`src/rtl/bitmap_pixel_sequencer_if.sv`:
```
// Word-fetch and pixel-stream handshake bundle between the bitmap sequencer and its neighbours.
// The master modport is the sequencer; the slave modport is the word source / pixel sink side.
interface bitmap_pixel_sequencer_if #(
   parameter int unsigned WORD_W  = 16,
   parameter int unsigned COLOR_W = 12
);
   logic [WORD_W-1:0]  word_data;
   logic               word_valid;
   logic               word_ready;
   logic               pix_valid;
   logic               pix_ready;
   logic [COLOR_W-1:0] pix_color;
   logic               line_end;
   logic               frame_end;

   modport master (
      input  word_data, word_valid, pix_ready,
      output word_ready, pix_valid, pix_color, line_end, frame_end
   );

   modport slave (
      output word_data, word_valid, pix_ready,
      input  word_ready, pix_valid, pix_color, line_end, frame_end
   );
endinterface

```
`src/rtl/bitmap_pixel_sequencer.sv`:
```
// Frame-level 1-bpp bitmap expander: fetches packed words, emits fg/bg pixels MSB first,
// each repeated 'scale' times, with line/frame position markers. All outputs registered.
module bitmap_pixel_sequencer #(
   parameter int unsigned WORD_W  = 16,
   parameter int unsigned COLOR_W = 12,
   parameter int unsigned H_PIX   = 640,
   parameter int unsigned V_LINES = 480,
   parameter int unsigned SCALE_W = 3
) (
   input  logic                clk,
   input  logic                reset,
   input  logic                start_i,
   input  logic                abort_i,
   input  logic [SCALE_W-1:0]  scale_i,
   input  logic [COLOR_W-1:0]  fg_color_i,
   input  logic [COLOR_W-1:0]  bg_color_i,
   output logic                busy_o,
   bitmap_pixel_sequencer_if.master bus
);

   localparam int unsigned X_W = (H_PIX > 1)   ? $clog2(H_PIX)   : 1;
   localparam int unsigned Y_W = (V_LINES > 1) ? $clog2(V_LINES) : 1;
   localparam int unsigned B_W = (WORD_W > 1)  ? $clog2(WORD_W)  : 1;

   typedef enum logic [1:0] {
      S_IDLE  = 2'd0,
      S_FETCH = 2'd1,
      S_DRAW  = 2'd2,
      S_DONE  = 2'd3
   } state_t;

   state_t             state_q, state_d;
   logic [X_W-1:0]     x_q, x_d;
   logic [Y_W-1:0]     y_q, y_d;
   logic [B_W-1:0]     bit_q, bit_d;
   logic [SCALE_W-1:0] rep_q, rep_d;
   logic [SCALE_W-1:0] scale_q, scale_d;
   logic [WORD_W-1:0]  shreg_q, shreg_d;

   logic               word_ready_q, word_ready_d;
   logic               pix_valid_q, pix_valid_d;
   logic [COLOR_W-1:0] pix_color_q, pix_color_d;
   logic               line_end_q, line_end_d;
   logic               frame_end_q, frame_end_d;
   logic               busy_q, busy_d;

   logic word_xfer, pix_xfer, pix_stall;
   logic rep_last, bit_last, x_last, y_last;

   // Next-state for FSM, counters and shift register, then output decode from next state
   always_comb begin
      state_d   = state_q;
      x_d       = x_q;
      y_d       = y_q;
      bit_d     = bit_q;
      rep_d     = rep_q;
      scale_d   = scale_q;
      shreg_d   = shreg_q;

      word_xfer = word_ready_q && bus.word_valid;
      pix_xfer  = pix_valid_q && bus.pix_ready;
      pix_stall = pix_valid_q && !bus.pix_ready;
      rep_last  = (rep_q == (scale_q - SCALE_W'(1)));
      bit_last  = (bit_q == B_W'(WORD_W - 1));
      x_last    = (x_q == X_W'(H_PIX - 1));
      y_last    = (y_q == Y_W'(V_LINES - 1));

      case (state_q)
         S_IDLE: begin
            if (start_i) begin
               scale_d = (scale_i == '0) ? SCALE_W'(1) : scale_i;
               x_d     = '0;
               y_d     = '0;
               bit_d   = '0;
               rep_d   = '0;
               state_d = S_FETCH;
            end
         end
         S_FETCH: begin
            if (word_xfer) begin
               shreg_d = bus.word_data;
               bit_d   = '0;
               rep_d   = '0;
               state_d = S_DRAW;
            end
         end
         S_DRAW: begin
            if (pix_xfer) begin
               x_d = x_q + X_W'(1);
               if (rep_last) begin
                  rep_d   = '0;
                  shreg_d = {shreg_q[WORD_W-2:0], 1'b0};
                  bit_d   = bit_q + B_W'(1);
               end else begin
                  rep_d = rep_q + SCALE_W'(1);
               end
               // Every line starts on a fresh word; leftover bits are dropped
               if (x_last) begin
                  x_d   = '0;
                  rep_d = '0;
                  bit_d = '0;
                  if (y_last) begin
                     y_d     = '0;
                     state_d = S_DONE;
                  end else begin
                     y_d     = y_q + Y_W'(1);
                     state_d = S_FETCH;
                  end
               end else if (bit_last && rep_last) begin
                  bit_d   = '0;
                  state_d = S_FETCH;
               end
            end
         end
         S_DONE: begin
            state_d = S_IDLE;
         end
         default: begin
            state_d = S_IDLE;
         end
      endcase

      if (abort_i && (state_q != S_IDLE)) begin
         state_d = S_IDLE;
      end

      word_ready_d = (state_d == S_FETCH);
      pix_valid_d  = (state_d == S_DRAW);
      busy_d       = (state_d == S_FETCH) || (state_d == S_DRAW);
      line_end_d   = (state_d == S_DRAW) && (x_d == X_W'(H_PIX - 1));
      frame_end_d  = line_end_d && (y_d == Y_W'(V_LINES - 1));

      // A stalled beat keeps its colour so the sink sees a stable payload
      if (state_d != S_DRAW) begin
         pix_color_d = '0;
      end else if (pix_stall) begin
         pix_color_d = pix_color_q;
      end else begin
         pix_color_d = shreg_d[WORD_W-1] ? fg_color_i : bg_color_i;
      end
   end

   always_ff @(posedge clk or negedge reset) begin
      if (!reset) begin
         state_q      <= S_IDLE;
         x_q          <= '0;
         y_q          <= '0;
         bit_q        <= '0;
         rep_q        <= '0;
         scale_q      <= '0;
         shreg_q      <= '0;
         word_ready_q <= 1'b0;
         pix_valid_q  <= 1'b0;
         pix_color_q  <= '0;
         line_end_q   <= 1'b0;
         frame_end_q  <= 1'b0;
         busy_q       <= 1'b0;
      end else begin
         state_q      <= state_d;
         x_q          <= x_d;
         y_q          <= y_d;
         bit_q        <= bit_d;
         rep_q        <= rep_d;
         scale_q      <= scale_d;
         shreg_q      <= shreg_d;
         word_ready_q <= word_ready_d;
         pix_valid_q  <= pix_valid_d;
         pix_color_q  <= pix_color_d;
         line_end_q   <= line_end_d;
         frame_end_q  <= frame_end_d;
         busy_q       <= busy_d;
      end
   end

   assign bus.word_ready = word_ready_q;
   assign bus.pix_valid  = pix_valid_q;
   assign bus.pix_color  = pix_color_q;
   assign bus.line_end   = line_end_q;
   assign bus.frame_end  = frame_end_q;
   assign busy_o         = busy_q;

endmodule

```
`src/flat_wrapper.sv`:
```
// flat-port wrapper written by rule: the top's interface ports become plain ports
module bitmap_pixel_sequencer_flat 
#(
   parameter int unsigned WORD_W  = 16,
   parameter int unsigned COLOR_W = 12,
   parameter int unsigned H_PIX   = 640,
   parameter int unsigned V_LINES = 480,
   parameter int unsigned SCALE_W = 3
)
  (clk, reset, start_i, abort_i, scale_i, fg_color_i, bg_color_i, busy_o, bus_word_data, bus_word_valid, bus_pix_ready, bus_word_ready, bus_pix_valid, bus_pix_color, bus_line_end, bus_frame_end);
  bitmap_pixel_sequencer_if #(.WORD_W(WORD_W), .COLOR_W(COLOR_W)) bus_i ();
  input  logic clk;
  input  logic reset;
  input  logic start_i;
  input  logic abort_i;
  input  logic [SCALE_W-1:0] scale_i;
  input  logic [COLOR_W-1:0] fg_color_i;
  input  logic [COLOR_W-1:0] bg_color_i;
  output logic busy_o;
  input wire logic [$bits(bus_i.word_data)-1:0] bus_word_data;
  input wire logic [$bits(bus_i.word_valid)-1:0] bus_word_valid;
  input wire logic [$bits(bus_i.pix_ready)-1:0] bus_pix_ready;
  output wire logic [$bits(bus_i.word_ready)-1:0] bus_word_ready;
  output wire logic [$bits(bus_i.pix_valid)-1:0] bus_pix_valid;
  output wire logic [$bits(bus_i.pix_color)-1:0] bus_pix_color;
  output wire logic [$bits(bus_i.line_end)-1:0] bus_line_end;
  output wire logic [$bits(bus_i.frame_end)-1:0] bus_frame_end;
  assign bus_i.word_data = bus_word_data;
  assign bus_i.word_valid = bus_word_valid;
  assign bus_i.pix_ready = bus_pix_ready;
  assign bus_word_ready = bus_i.word_ready;
  assign bus_pix_valid = bus_i.pix_valid;
  assign bus_pix_color = bus_i.pix_color;
  assign bus_line_end = bus_i.line_end;
  assign bus_frame_end = bus_i.frame_end;
  bitmap_pixel_sequencer #(.WORD_W(WORD_W), .COLOR_W(COLOR_W), .H_PIX(H_PIX), .V_LINES(V_LINES), .SCALE_W(SCALE_W)) u_core (.clk(clk), .reset(reset), .start_i(start_i), .abort_i(abort_i), .scale_i(scale_i), .fg_color_i(fg_color_i), .bg_color_i(bg_color_i), .busy_o(busy_o), .bus(bus_i));
endmodule
```
`config.mk`:
```
export PLATFORM = sky130hd
export DESIGN_NAME = bitmap_pixel_sequencer_flat
export DESIGN_NICKNAME = d
export VERILOG_FILES = /design/src/rtl/bitmap_pixel_sequencer_if.sv /design/src/rtl/bitmap_pixel_sequencer.sv /design/src/flat_wrapper.sv
export SDC_FILE = /design/constraint.sdc
export NUM_CORES = 1
export LEC_CHECK = 0
export BUFFER_PORTS_ARGS = -buffer_cell sky130_fd_sc_hd__buf_2
export CAP_MARGIN = 20
export CORE_MARGIN = 5
export CORE_UTILIZATION = 55
export CTS_CLUSTER_DIAMETER = 200
export DETAILED_ROUTE_END_ITERATION = 16
export MAX_ROUTING_LAYER = met4
export PLACE_DENSITY = 0.79
export SETUP_SLACK_MARGIN = 0.3
export SLEW_MARGIN = 20
export SYNTH_ARGS = -nofsm -noshare
export SYNTH_HDL_FRONTEND = slang
export SYNTH_SLANG_ARGS = --single-unit
```
`constraint.sdc`:
```
create_clock -name clk -period 7.2 [get_ports clk]
set_input_delay 0.36 -clock clk [delete_from_list [all_inputs] [get_ports clk]]
set_output_delay 0.36 -clock clk [all_outputs]
set_load 0.02 [all_outputs]
```
After elaboration in Yosys (flattened, before gate mapping)
Index checks and enable logic that the tools add are counted. W data, S select, Z words.

Bitwise logic cells: 0. $lt $le $gt $ge: 0. $add $sub $neg: 5. Divide/modulo/power cells: 0. Shifts and indexed selects: 0. Multiply operators: 0. Equal/unequal tests: 18. Multiplexer cells: 38. Reductions and logical operators: 18.

Operator list (count): $mux W16 (3); $mux W12 (3); $mux W9 (4); $pmux W16 S2 (1); $mux W10 (3); $mux W4 (6); $eq A10 B10 Y1 const B (2); $pmux W10 S2 (1); $eq A9 B9 Y1 const B (2); $mux W3 (6); $pmux W9 S2 (1); $mux W2 (7); $pmux W4 S3 (1); $add A10 B1 Y10 const B (1); $add A9 B1 Y9 const B (1); $pmux W3 S3 (1); $pmux W2 S4 (1); $reduce_and A4 Y1 (2); $logic_and A1 B1 Y1 (7); $eq A2 B2 Y1 const B (3); $ne A2 B1 Y1 const B (3); $ne A2 B2 Y1 const B (3); $reduce_and A5 Y1 (1); $add A4 B1 Y4 const B (1); other kinds (13) (15).

Memory bits (writable): 0. Bits in latches: 0. Word-level logic and storage cells: 93. Memories: 0. Bits of input ports: 49. Memory bits (read-only): 0. Output and inout bits: 17. Flip-flop bits (word level): 64.

Longest topological paths before layout
Gate-level depths: netlist (run 1).

Depth in word-level cells: 11. Depth in mapped cells: 14. Mapped depth without buffers: 12.

Worst setup path before layout (run 1)
No wires, ideal clock.

Path kind: register to register. From: register u_core.scale_q[0]. To: register u_core.pix_color_q[9] (netlist: u_core.bus.pix_color[9]). Data arrival time: 2.713 ns. Setup slack: 4.351 ns. Stages on the path, launching flop included: 13. Setup time: 0.136 ns. Period minus slack after synthesis: 2.849 ns. Buffers on the path: 1. Data required time: 7.064 ns. Cell sequence: dfrtp_1 inv_1 ha_1 xor3_1 or3_1 nor3_1 nor3_1 o21a_1 o21a_1 ha_1 o21ai_0 clkbuf_1 o21ai_0.

Longest elaborated chain between the ends: 10. Elaborated cells between the ends (all ways): 16. Classes of those cells: add/sub: 1; eq/ne: 3; mux: 11; reduce/logical: 1.

RTL lines: start: declaration (RTL line bitmap_pixel_sequencer.sv:37) `logic [SCALE_W-1:0] scale_q, scale_d;`; start signal: assignment (RTL line bitmap_pixel_sequencer.sv:164) `scale_q <= scale_d;`; $sub A3 B1 Y3 (*) (RTL line bitmap_pixel_sequencer.sv:63) `rep_last = (rep_q == (scale_q - SCALE_W'(1)));`; $eq A3 B3 Y1 (*) (RTL line bitmap_pixel_sequencer.sv:63); $logic_and A1 B1 Y1 (*) (RTL line bitmap_pixel_sequencer.sv:109) `end else if (bit_last && rep_last) begin`; $mux W2 (*) (RTL line bitmap_pixel_sequencer.sv:109); $mux W2 (*) (RTL line bitmap_pixel_sequencer.sv:98) `if (x_last) begin`; $mux W2 (*) (RTL line bitmap_pixel_sequencer.sv:88) `if (pix_xfer) begin`; $pmux W2 S4 (*) (RTL line bitmap_pixel_sequencer.sv:68) `case (state_q)`; $mux W2 (*) (RTL line bitmap_pixel_sequencer.sv:123) `if (abort_i && (state_q != S_IDLE)) begin`; named net u_core.state_d[1] (RTL line bitmap_pixel_sequencer.sv:32) `state_t state_q, state_d;`; $ne A2 B2 Y1 (*) (RTL line bitmap_pixel_sequencer.sv:134) `if (state_d != S_DRAW) begin`; $ne A2 B2 Y1 (no source line) or $mux W12 (tied branches); end signal: assignment (RTL line bitmap_pixel_sequencer.sv:168) `pix_color_q <= pix_color_d;`; end: declaration (RTL line bitmap_pixel_sequencer.sv:42) `logic [COLOR_W-1:0] pix_color_q, pix_color_d;`.

Mark *: on every way through the listed nets, which the timed path passes. The rest lies on a longest branch. The select of a mux whose other input is x is not followed. A chain may end at the register's enable or synchronous reset.

Worst setup path in the final report (run 1)
From: register u_core.state_q[0]. To: register u_core.frame_end_q (netlist: u_core.bus.frame_end).

Longest elaborated chain between the ends: 8. Elaborated cells between the ends (all ways): 20. Classes of those cells: eq/ne: 6; mux: 9; reduce/logical: 5.

RTL lines: start: declaration (RTL line bitmap_pixel_sequencer.sv:32); start signal: assignment (RTL line bitmap_pixel_sequencer.sv:159) `state_q <= state_d;`; $mux W2 (RTL line bitmap_pixel_sequencer.sv:109); $mux W2 (RTL line bitmap_pixel_sequencer.sv:98); $mux W2 (RTL line bitmap_pixel_sequencer.sv:88); $pmux W2 S4 (RTL line bitmap_pixel_sequencer.sv:68); $mux W2 (RTL line bitmap_pixel_sequencer.sv:123); $eq A2 B2 Y1 (RTL line bitmap_pixel_sequencer.sv:130) `line_end_d = (state_d == S_DRAW) && (x_d == X_W'(H_PIX - 1));`; $logic_and A1 B1 Y1 (RTL line bitmap_pixel_sequencer.sv:130); $logic_and A1 B1 Y1 (*) (RTL line bitmap_pixel_sequencer.sv:131) `frame_end_d = line_end_d && (y_d == Y_W'(V_LINES - 1));`; named net u_core.frame_end_d (RTL line bitmap_pixel_sequencer.sv:44) `logic frame_end_q, frame_end_d;`; end signal: assignment (RTL line bitmap_pixel_sequencer.sv:170) `frame_end_q <= frame_end_d;`; end: declaration (RTL line bitmap_pixel_sequencer.sv:44).

Mark *: on every way through the listed nets, which the timed path passes. The rest lies on a longest branch.

==> out/qor.txt, run 1 <==
Hold Buf Count CTS -> 0
Pwr/cell area -> 338 mW/mm^2
Largest net degree at the start of global routing -> 65
Worst Skew -> 5.94 ps
Share of the synthesized area in the top cell type -> 0.453
Site row count -> 29
First-pass GRT wire length -> 14.0 mm
Mean Syn Cell Area -> 9.44 um^2
Filler Cell Count -> 513
Hold Fails Final Rpt -> 0
Final Setup Violations -> 0
Worst reg2reg path depth -> 7
HPWL Detailed -> 5.80 mm
Number of flops mapped to enable cells by yosys -> 0
Mapped Cells -> 375
Antenna Nets Post-Route -> 0
All-layer global routing usage -> 0.214
Die H -> 90.2 um
Drt first-iter violations -> 228
Layout cells sized above 1 -> 0.207
Setup crit end kind -> flip-flop
Status -> finished, final reports clean
Synth-to-layout area growth -> 15.7%
Arr. time, crit path -> 3660 ps
Max incr delay on CP -> 870 ps
Worst-path maximum fanout -> 30
Max cap viols -> 0
Max clock buf depth -> 2
RSZ-0062 raised after global routing -> no
Routed length on met2 -> 3.87 mm
Num CTS Buffers -> 9
Final TNS setup -> 0 ps
Final #Nets -> 492
Commonest cells post-synth -> dfrtp_1 (64), nand2_1 (39), nor2_1 (21), o21ai_0 (21), a21oi_1 (20)
Setup ws final -> 3780 ps
Final worst path period share -> 0.475
Skew-Pair Late Insertion Delay -> 350 ps
Main synth FF type -> dfrtp_1
Yosys top cell by area -> dfrtp_1
VDD IR max -> 197 uV
Cell family with most CP delay -> adder cells
Crit Path Category -> reg -> reg
Initial antenna violation count -> 0
Vias/cell -> 6.15
Post-CTS Setup Bufs -> 0
Worst Tran Pin Value -> 1060 ps
Vias in the first global route -> 3016
Worst reg2reg setup slack -> 3780 ps
Total gr overflow -> 0
Top Layer Used -> met4
Distinct cells, synth -> 57
Final WL -> 8.19 mm
Synth area leaders -> dfrtp_1 (45%), nand2_1 (4.1%), ha_1 (3.9%)
Buffer and inverter count on the worst path -> 2
Syn nets -> 435
Residual DRC -> 0
Max-slew headroom -> 0.291
Sequential area share after synthesis -> 0.453
First-pass DRT Iterations -> 5
Vias -> 3147
Tot Pwr -> 1380 uW
P_leak -> 0.00186 uW
Tmin final -> 3420 ps
WP data required -> 7440 ps
Slew Limit Fails -> 0
Max H-tree Level -> 3
Reg clk slew, reported paths -> 70 ps
PortBufs -> 65
Initial Util -> 0.560
Slowest CP cell -> ha_1
Hold_ws -> 180 ps
Clock Sinks -> 64
Most common cell in the netlist -> dfrtp_1
Cell area after synthesis -> 0.00354 mm^2
R2R Path Start -> u_core.state_q[0]
Met1 wire length -> 3.58 mm
CTS tree -> built
Antenna Cells -> 0
Yosys reg bits -> 64
Met3 WL post-DR -> 594 um
Hold Crit Class -> in -> async
Asr flop ratio synth -> 1.00
Die area -> 0.00814 mm^2
Clock Root Buffer -> clkbuf_8
Routability cong. -> 0.854
Die width -> 90.2 um
Ys Warns -> 0
Worst setup SP type -> flip-flop
Wire per inst -> 16.0 um
Post_cts resized -> 0
Core footprint -> 0.00631 mm^2
Worst slack, placed -> 3830 ps
Reg-to-Reg End -> u_core.bus.frame_end
Cell Chain, Critical Path -> inv_1 -> ha_1 -> clkinv_1 -> o41a_1 -> a311oi_1 -> nand4_1 -> nor4_1
Peak Freq -> 292 MHz
Top Ports -> 66
cells by family (layout without fill, tap and decap cells):
logic type,after synthesis,in the layout,share of synthesized area
muxes,15,15,0.0431
buffers and inverters,36,96,0.0435
xor gates and xnor gates,7,7,0.0216
and+or+nand+nor,137,137,0.207
DFF,64,64,0.453
AOI/OAI and AO/OA,105,105,0.194
adders and majority gates,11,11,0.0389
metal layers:
layer	up-vias	GRT usage
met2	114	0.324
met4	0	0.0993
met5	-	-
li1	1491	-
met1	1526	0.277
met3	16	0.0442
state kept, by name, indices dropped and copies added (netlist names), 2 cells and up:
signal,count
u_core.shreg_q,16
u_core.bus.pix_color,12
u_core.x_q,10
u_core.y_q,9
u_core.bit_q,4
u_core.rep_q,3
u_core.scale_q,3
u_core.state_q,2
worst reg2reg max path: cells and delay by family (launching register included):
family                     cells  cell delay, ps
AOI/OAI and AO/OA              2             810
adders and majority gates      1             870
buffers and inverters          2             680
DFF                            1             440
and+or+nand+nor                2             520
layout by cell type (no fill, tap or decap), drive strengths merged, types with 3 or more instances in the layout:
cell type,count
o21ai,31
and4,4
and2,4
o31ai,4
a21oi,20
nor3b,4
a22oi,17
xnor2,4
o21a,4
ha,11
inv,14
clkinv,3
nor4,7
nor3,12
o211ai,8
buf,67
mux2i,13
nand3b,3
nand4b,3
nor2,21
nand4,9
clkbuf,10
nand2,39
dfrtp,64
nand3,19
nand2b,3
worst max path at each step:
stage | startpoint | to | slack (ps) | cells after the start
floorplan | u_core.scale_q[0] | u_core.bus.pix_color[9] | 4350 | 12
global placement | u_core.scale_q[0] | u_core.bus.pix_color[10] | 3670 | 12
detailed placement | u_core.state_q[0] | u_core.bus.pix_color[7] | 3830 | 8
CTS | u_core.state_q[0] | u_core.bus.pix_color[7] | 3830 | 8
global route | u_core.state_q[0] | u_core.bus.pix_color[11] | 3510 | 8
finish | u_core.state_q[0] | u_core.bus.frame_end | 3780 | 7
per-stage QoR:
stage	cell area, um^2	utilization	std cells
after floorplan	3540	-	375
after global placement	3880	0.615	498
after detailed placement	3890	0.616	498
after CTS	4090	0.648	512
after global routing	4090	0.648	512
final	4090	0.648	512
cell type report:
class                   count  area [um^2]  area share
inverters                  15         56.3      0.0138
multi-input cells         275         1790       0.438
clock inverters             4         70.1      0.0171
clock buffers              10          138      0.0336
repair buffers             67          340      0.0831
well taps                  77         96.3      0.0235
flip-flops and latches     64         1600       0.391
report_power, final:
part | internal, uW | switching (uW)
registers | 452 | 59.3
logic | 193 | 344
clock network | 199 | 137
total | 845 | 540
No activity file was read; power rests on OpenSTA's default activity.
==> inputs of run 2 (changes only) <==
Clock period 7.2 ns to 3.2 ns, I/O delays scaled along.
==> run 2 against run 1 <==
Core utilization is 2.2 points higher. Worst setup slack worse by 3300 ps. Clock-buffer cell count is 1 lower. Die area stayed put. Final area is 3.4% higher. Critical path depth is 6 higher. Clock skew is 3.2 ps higher. Sequential power is 130% higher. Combinational power grew to 2.6 times the previous value. Global-route usage is 0.54 points higher. Sequential share of layout area is 1.3 points lower. Critical endpoint unchanged. Largest power group unchanged.
==> out/qor.txt, run 2 (synthesis results as in run 1) <==
Top Ports -> 66
Num CTS Buffers -> 9
Skew-Pair Late Insertion Delay -> 340 ps
Worst Setup SP -> u_core.scale_q[0]
PortBufs -> 65
Final WL -> 8.45 mm
Placed cell count -> 513
Antenna Nets Post-Route -> 0
Residual DRC -> 0
RSZ-0062 raised after global routing -> no
WP data required -> 3420 ps
Met3 Use GR -> 0.0401
Initial antenna violation count -> 0
Clock network power share -> 0.196
Vias in the first global route -> 3127
Antenna Cells -> 0
Total gr overflow -> 0
P_sw -> 1300 uW
Worst reg2reg path depth -> 13
Max clock buf depth -> 2
Die H -> 90.2 um
Final TNS setup -> 0 ps
Max-slew headroom -> 0.461
Combinational cell fraction of total power -> 0.439
First-pass GRT wire length -> 14.5 mm
Reg clk slew, reported paths -> 80 ps
First-pass DRT Iterations -> 5
Reg-to-Reg End -> u_core.bus.frame_end
Setup crit end kind -> flip-flop
Commonest cells after routing, fill and taps aside -> buf_2 (65), dfrtp_1 (64), nand2_1 (39)
Worst Tran Pin Value -> 806 ps
Synth-to-layout area growth -> 19.7%
Core footprint -> 0.00631 mm^2
Arr. time, crit path -> 2980 ps
Status -> finished, final reports clean
P_leak -> 0.00195 uW
Worst-path maximum fanout -> 4
Final Instance Count excl. Fillers -> 532
Worst setup SP type -> flip-flop
Switch share -> 0.414
Pwr/cell area -> 741 mW/mm^2
Layout cells sized above 1 -> 0.251
Peak Freq -> 362 MHz
Largest register by flop count -> u_core.shreg_q
Hold Crit Class -> in -> reg
Clock Sinks -> 64
Wire per inst -> 15.9 um
Die width -> 90.2 um
Worst reg2reg setup slack -> 440 ps
Final Setup Violations -> 0
Pint -> 1840 uW
Most common cell after layout, fill and taps aside -> buf_2
VDD IR max -> 558 uV
Slew Limit Fails -> 0
Max H-tree Level -> 3
Met1 Use GR -> 0.280
Vias -> 3179
Max cap viols -> 0
HPWL Detailed -> 6.13 mm
Vias/cell -> 5.98
Largest net degree at the start of global routing -> 34
Final worst path period share -> 0.863
Die area -> 0.00814 mm^2
Clock Root Buffer -> clkbuf_8
Layer with the highest usage -> met2
Routability cong. -> 0.945
Drt first-iter violations -> 160
CTS tree -> built
R2R Path Start -> u_core.scale_q[0]
Hold Fails Final Rpt -> 0
Setup crit end -> u_core.bus.frame_end
Worst Skew -> 9.13 ps
Number of flip-flops in the largest register -> 16
Filler Cell Count -> 521
Seq pwr share -> 0.366
Met2 usage -> 0.343
Site row count -> 29
Initial Util -> 0.560
Final #Nets -> 510
Crit Path Category -> reg -> reg
All-layer global routing usage -> 0.220
Tmin final -> 2760 ps
## run 2: changes by cell type in the layout (fill, tap and decap cells not counted), sizes merged
cell,previous run,this run
buf,67,84
bufinv,2,0
clkinv,3,5
clkinvlp,0,2
clkbuf,10,9
dlygate4sd3,0,1
inv,14,15
## run 2: power by group through the flow
stage | sequential (uW) | combinational (uW) | clock, uW
4_1_cts | 1140 | 1340 | 625
3_3_place_gp | 1150 | 1250 | 0
2_1_floorplan | 1190 | 893 | 0
5_1_grt | 1170 | 1530 | 656
6_report | 1150 | 1380 | 614
3_5_place_dp | 1150 | 1300 | 0
## run 2: what timing repair did
action                     4_1_cts  5_1_grt
setup buffers                    0        1
pin swaps                        0        1
hold endpoints to repair        32        0
cloned                           1        0
hold buffers                     1        0
gates resized for setup          4        7
setup endpoints to repair       14       14
## run 2: through the flow
step / worst slack, ps / instance area, um^2 / util / total power [uW] / hold slack [ps]
floorplan: 351 / 3540 / - / 2080 / -136
global placement: 134 / 3990 / 0.632 / 2400 / 267
detailed placement: 235 / 4000 / 0.633 / 2460 / 279
CTS: 302 / 4200 / 0.665 / 3110 / 50.4
global route: 301 / 4230 / 0.671 / 3360 / 63.0
finish: 439 / 4230 / 0.671 / 3140 / 61.0
## run 2: metal layers
metal	up-vias	wire length [um]
li1	1532	-
met1	1528	3680
met2	105	4120
met3	14	493
met4	0	155
met5	-	0
## run 2: worst max-delay path, stage by stage (launching register included)
cell	delay [ps]
dfrtp_1	350
inv_1	60
ha_1	330
xnor2_2	160
or3_4	420
nor3_4	140
nor3_1	70
o21a_1	200
o21a_1	180
ha_1	200
buf_4	160
and4_1	170
nand4_1	130
nor4_2	60
## run 2: how the worst min path moves through the flow
stage / from / endpoint / slack [ps] / cells past startpoint
5_1_grt: scale_i[2] / u_core.scale_q[2] / 60 / 2
3_3_place_gp: reset / u_core.x_q[3] / 270 / 1
2_1_floorplan: reset / u_core.bit_q[0] / -140 / 0
6_report: scale_i[2] / u_core.scale_q[2] / 60 / 2
4_1_cts: scale_i[2] / u_core.scale_q[2] / 50 / 2
3_5_place_dp: reset / u_core.x_q[4] / 280 / 1
## run 2: layout make-up
| class | count | area (um^2) | area share |
|---|---|---|---|
| timing repair buffer | 85 | 478 | 0.113 |
| clock inverter | 7 | 47.5 | 0.0112 |
| multi-input combinational | 275 | 1830 | 0.432 |
| clock buffer | 9 | 124 | 0.0293 |
| inverter | 15 | 56.3 | 0.0133 |
| tap | 77 | 96.3 | 0.0228 |
| sequential | 64 | 1600 | 0.378 |
==> inputs of run 3 (changes only) <==
Clock period 3.2 ns to 3.4 ns, I/O delays scaled along.
==> run 3 against run 2 <==
Core utilization fell by 0.14 points. Wire length is 3.1% higher. Sequential cell count did not move. Clock skew is essentially flat. Sequential power shrank 6%. Worst setup slack improved by 22 ps. Maximum frequency decreased by 6.1%. Non-clock buffer count fell by 7.
==> out/qor.txt, run 3 (synthesis results as in run 1) <==
Antenna Nets Post-Route -> 0
Vias in the first global route -> 3230
Top Ports -> 66
All-layer global routing usage -> 0.226
Final TNS setup -> 0 ps
Routability cong. -> 0.862
RSZ-0062 raised after global routing -> no
Pint -> 1830 uW
Max clock buf depth -> 2
Max cap viols -> 0
Buffer and inverter count on the worst path -> 1
Max incr delay on CP -> 420 ps
Vias -> 3221
Initial antenna violation count -> 0
Max-slew headroom -> 0.395
Site row count -> 29
First-pass DRT Iterations -> 5
Crit Path Category -> reg -> reg
Most common cell after layout, fill and taps aside -> buf_2
Clock Root Buffer -> clkbuf_8
Cell Chain, Critical Path -> inv_1 -> ha_1 -> xnor2_1 -> or3_4 -> nor3_2 -> nor3_1 -> o21a_1 -> o21a_1 -> ha_1 -> and4_1 -> nand4_1 -> nor4_1
Layout cells sized above 1 -> 0.234
P_leak -> 0.00192 uW
Largest net degree at the start of global routing -> 42
Peak Freq -> 340 MHz
Die area -> 0.00814 mm^2
Seq pwr share -> 0.355
Drt first-iter violations -> 215
Total gr overflow -> 0
Initial Util -> 0.560
Cell family with most CP delay -> simple AND/OR/NAND/NOR gates
Final worst path period share -> 0.865
Clock network power share -> 0.242
Clock Sinks -> 64
Vias/cell -> 6.14
Final Setup Violations -> 0
Tmin final -> 2940 ps
Hold Fails Final Rpt -> 0
Die H -> 90.2 um
Filler Cell Count -> 506
Hold_ws -> 86.4 ps
HPWL Detailed -> 6.33 mm
CTS tree -> built
Status -> finished, final reports clean
Reg clk slew, reported paths -> 80 ps
Combinational cell fraction of total power -> 0.403
Setup crit end kind -> flip-flop
Slowest CP cell -> xnor2_1
Worst Skew -> 9.53 ps
Wire per inst -> 16.6 um
Final WL -> 8.71 mm
Worst Tran Pin Value -> 908 ps
First-pass GRT wire length -> 14.9 mm
Largest register by flop count -> u_core.shreg_q
Die width -> 90.2 um
Final Instance Count excl. Fillers -> 525
Final #Nets -> 503
Antenna Cells -> 0
Hold Crit Class -> in -> reg
Commonest cells after routing, fill and taps aside -> buf_2 (65), dfrtp_1 (64), nand2_1 (39)
Skew-Pair Late Insertion Delay -> 350 ps
P_sw -> 1210 uW
Num CTS Buffers -> 9
VDD IR max -> 494 uV
Residual DRC -> 0
Placed cell count -> 507
Slew Limit Fails -> 0
WP data required -> 3650 ps
Pwr/cell area -> 719 mW/mm^2
Worst setup SP type -> flip-flop
Synth-to-layout area growth -> 19.4%
Worst-path maximum fanout -> 4
Number of flip-flops in the largest register -> 16
Max H-tree Level -> 3
Arr. time, crit path -> 3180 ps
Core footprint -> 0.00631 mm^2
Switch share -> 0.399
PortBufs -> 65
==> run 3: changes by cell type in the layout (fill, tap and decap cells not counted), sizes merged <==
| cell | delta |
|---|---|
| clkbuf | +1 |
| buf | -7 |
| clkinv | -3 |
| bufinv | +2 |
==> run 3: layout make-up <==
type                            count  area [um^2]  area share
Inverter                           15         56.3      0.0133
Sequential cell                    64         1600       0.379
Tap cell                           77         96.3      0.0228
Clock inverter                      6         92.6      0.0219
Timing Repair Buffer               78          438       0.104
Clock buffer                       10          128      0.0302
Multi-Input combinational cell    275         1810       0.429
==> run 3: final timing paths <==
| path | from | endpoint | slack [ps] | cells past startpoint |
|---|---|---|---|---|
| setup / recovery | u_core.scale_q[0] | u_core.bus.frame_end | 460 | 12 |
| hold / removal | bg_color_i[4] | u_core.bus.pix_color[4] | 90 | 3 |
| hold reg to reg | u_core.bus.pix_color[10] | u_core.bus.pix_color[10] | 490 | 2 |
| min in group asynchronous | reset | u_core.bit_q[0] | 480 | 2 |
| max in group asynchronous | reset | u_core.state_q[1] | 2200 | 3 |
| setup reg to reg | u_core.scale_q[0] | u_core.bus.frame_end | 460 | 12 |
==> run 3: what timing repair did <==
action / in CTS / in global routing
pin swaps: 0 / 1
hold endpoints to repair: 39 / 0
hold buffers: 1 / 0
gates resized for setup: 1 / 5
endpoints found under the setup margin: 12 / 13
setup buffers: 0 / 1
==> run 3: metal layers <==
layer  vias up  global-route usage  part of all wire
li1       1528                   -                 -
met1      1538               0.291              0.43
met2       141               0.351              0.48
met3        14              0.0434             0.075
met4         0              0.0931             0.016
met5         -                   -                 0
==> run 3: worst reg2reg max path: cells and delay by family (launching register included) <==
| family | cells | cell delay, ps |
|---|---|---|
| AND/OR/NAND/NOR | 6 | 1140 |
| adder cells (fa/ha/maj) | 2 | 570 |
| XOR/XNOR | 1 | 420 |
| flip-flops | 1 | 360 |
| AO/OA/AOI/OAI | 2 | 280 |
| buffers and inverters | 1 | 60 |
==> run 3: power by group through the flow <==
| stage | logic (uW) | registers (uW) | clock network, uW |
|---|---|---|---|
| global route | 1360 | 1100 | 780 |
| floorplan | 840 | 1120 | 0 |
| CTS | 1190 | 1070 | 740 |
| finish | 1220 | 1080 | 735 |
| global placement | 1120 | 1080 | 0 |
| detailed placement | 1180 | 1080 | 0 |
==> run 3: through the flow <==
stage	cell area, um^2	setup WS, ps	util	total power, uW
finish	4230	460	0.669	3040
floorplan	3540	551	-	1960
detailed placement	3950	126	0.626	2270
global placement	3950	146	0.625	2200
global route	4230	307	0.669	3240
CTS	4180	319	0.663	3000
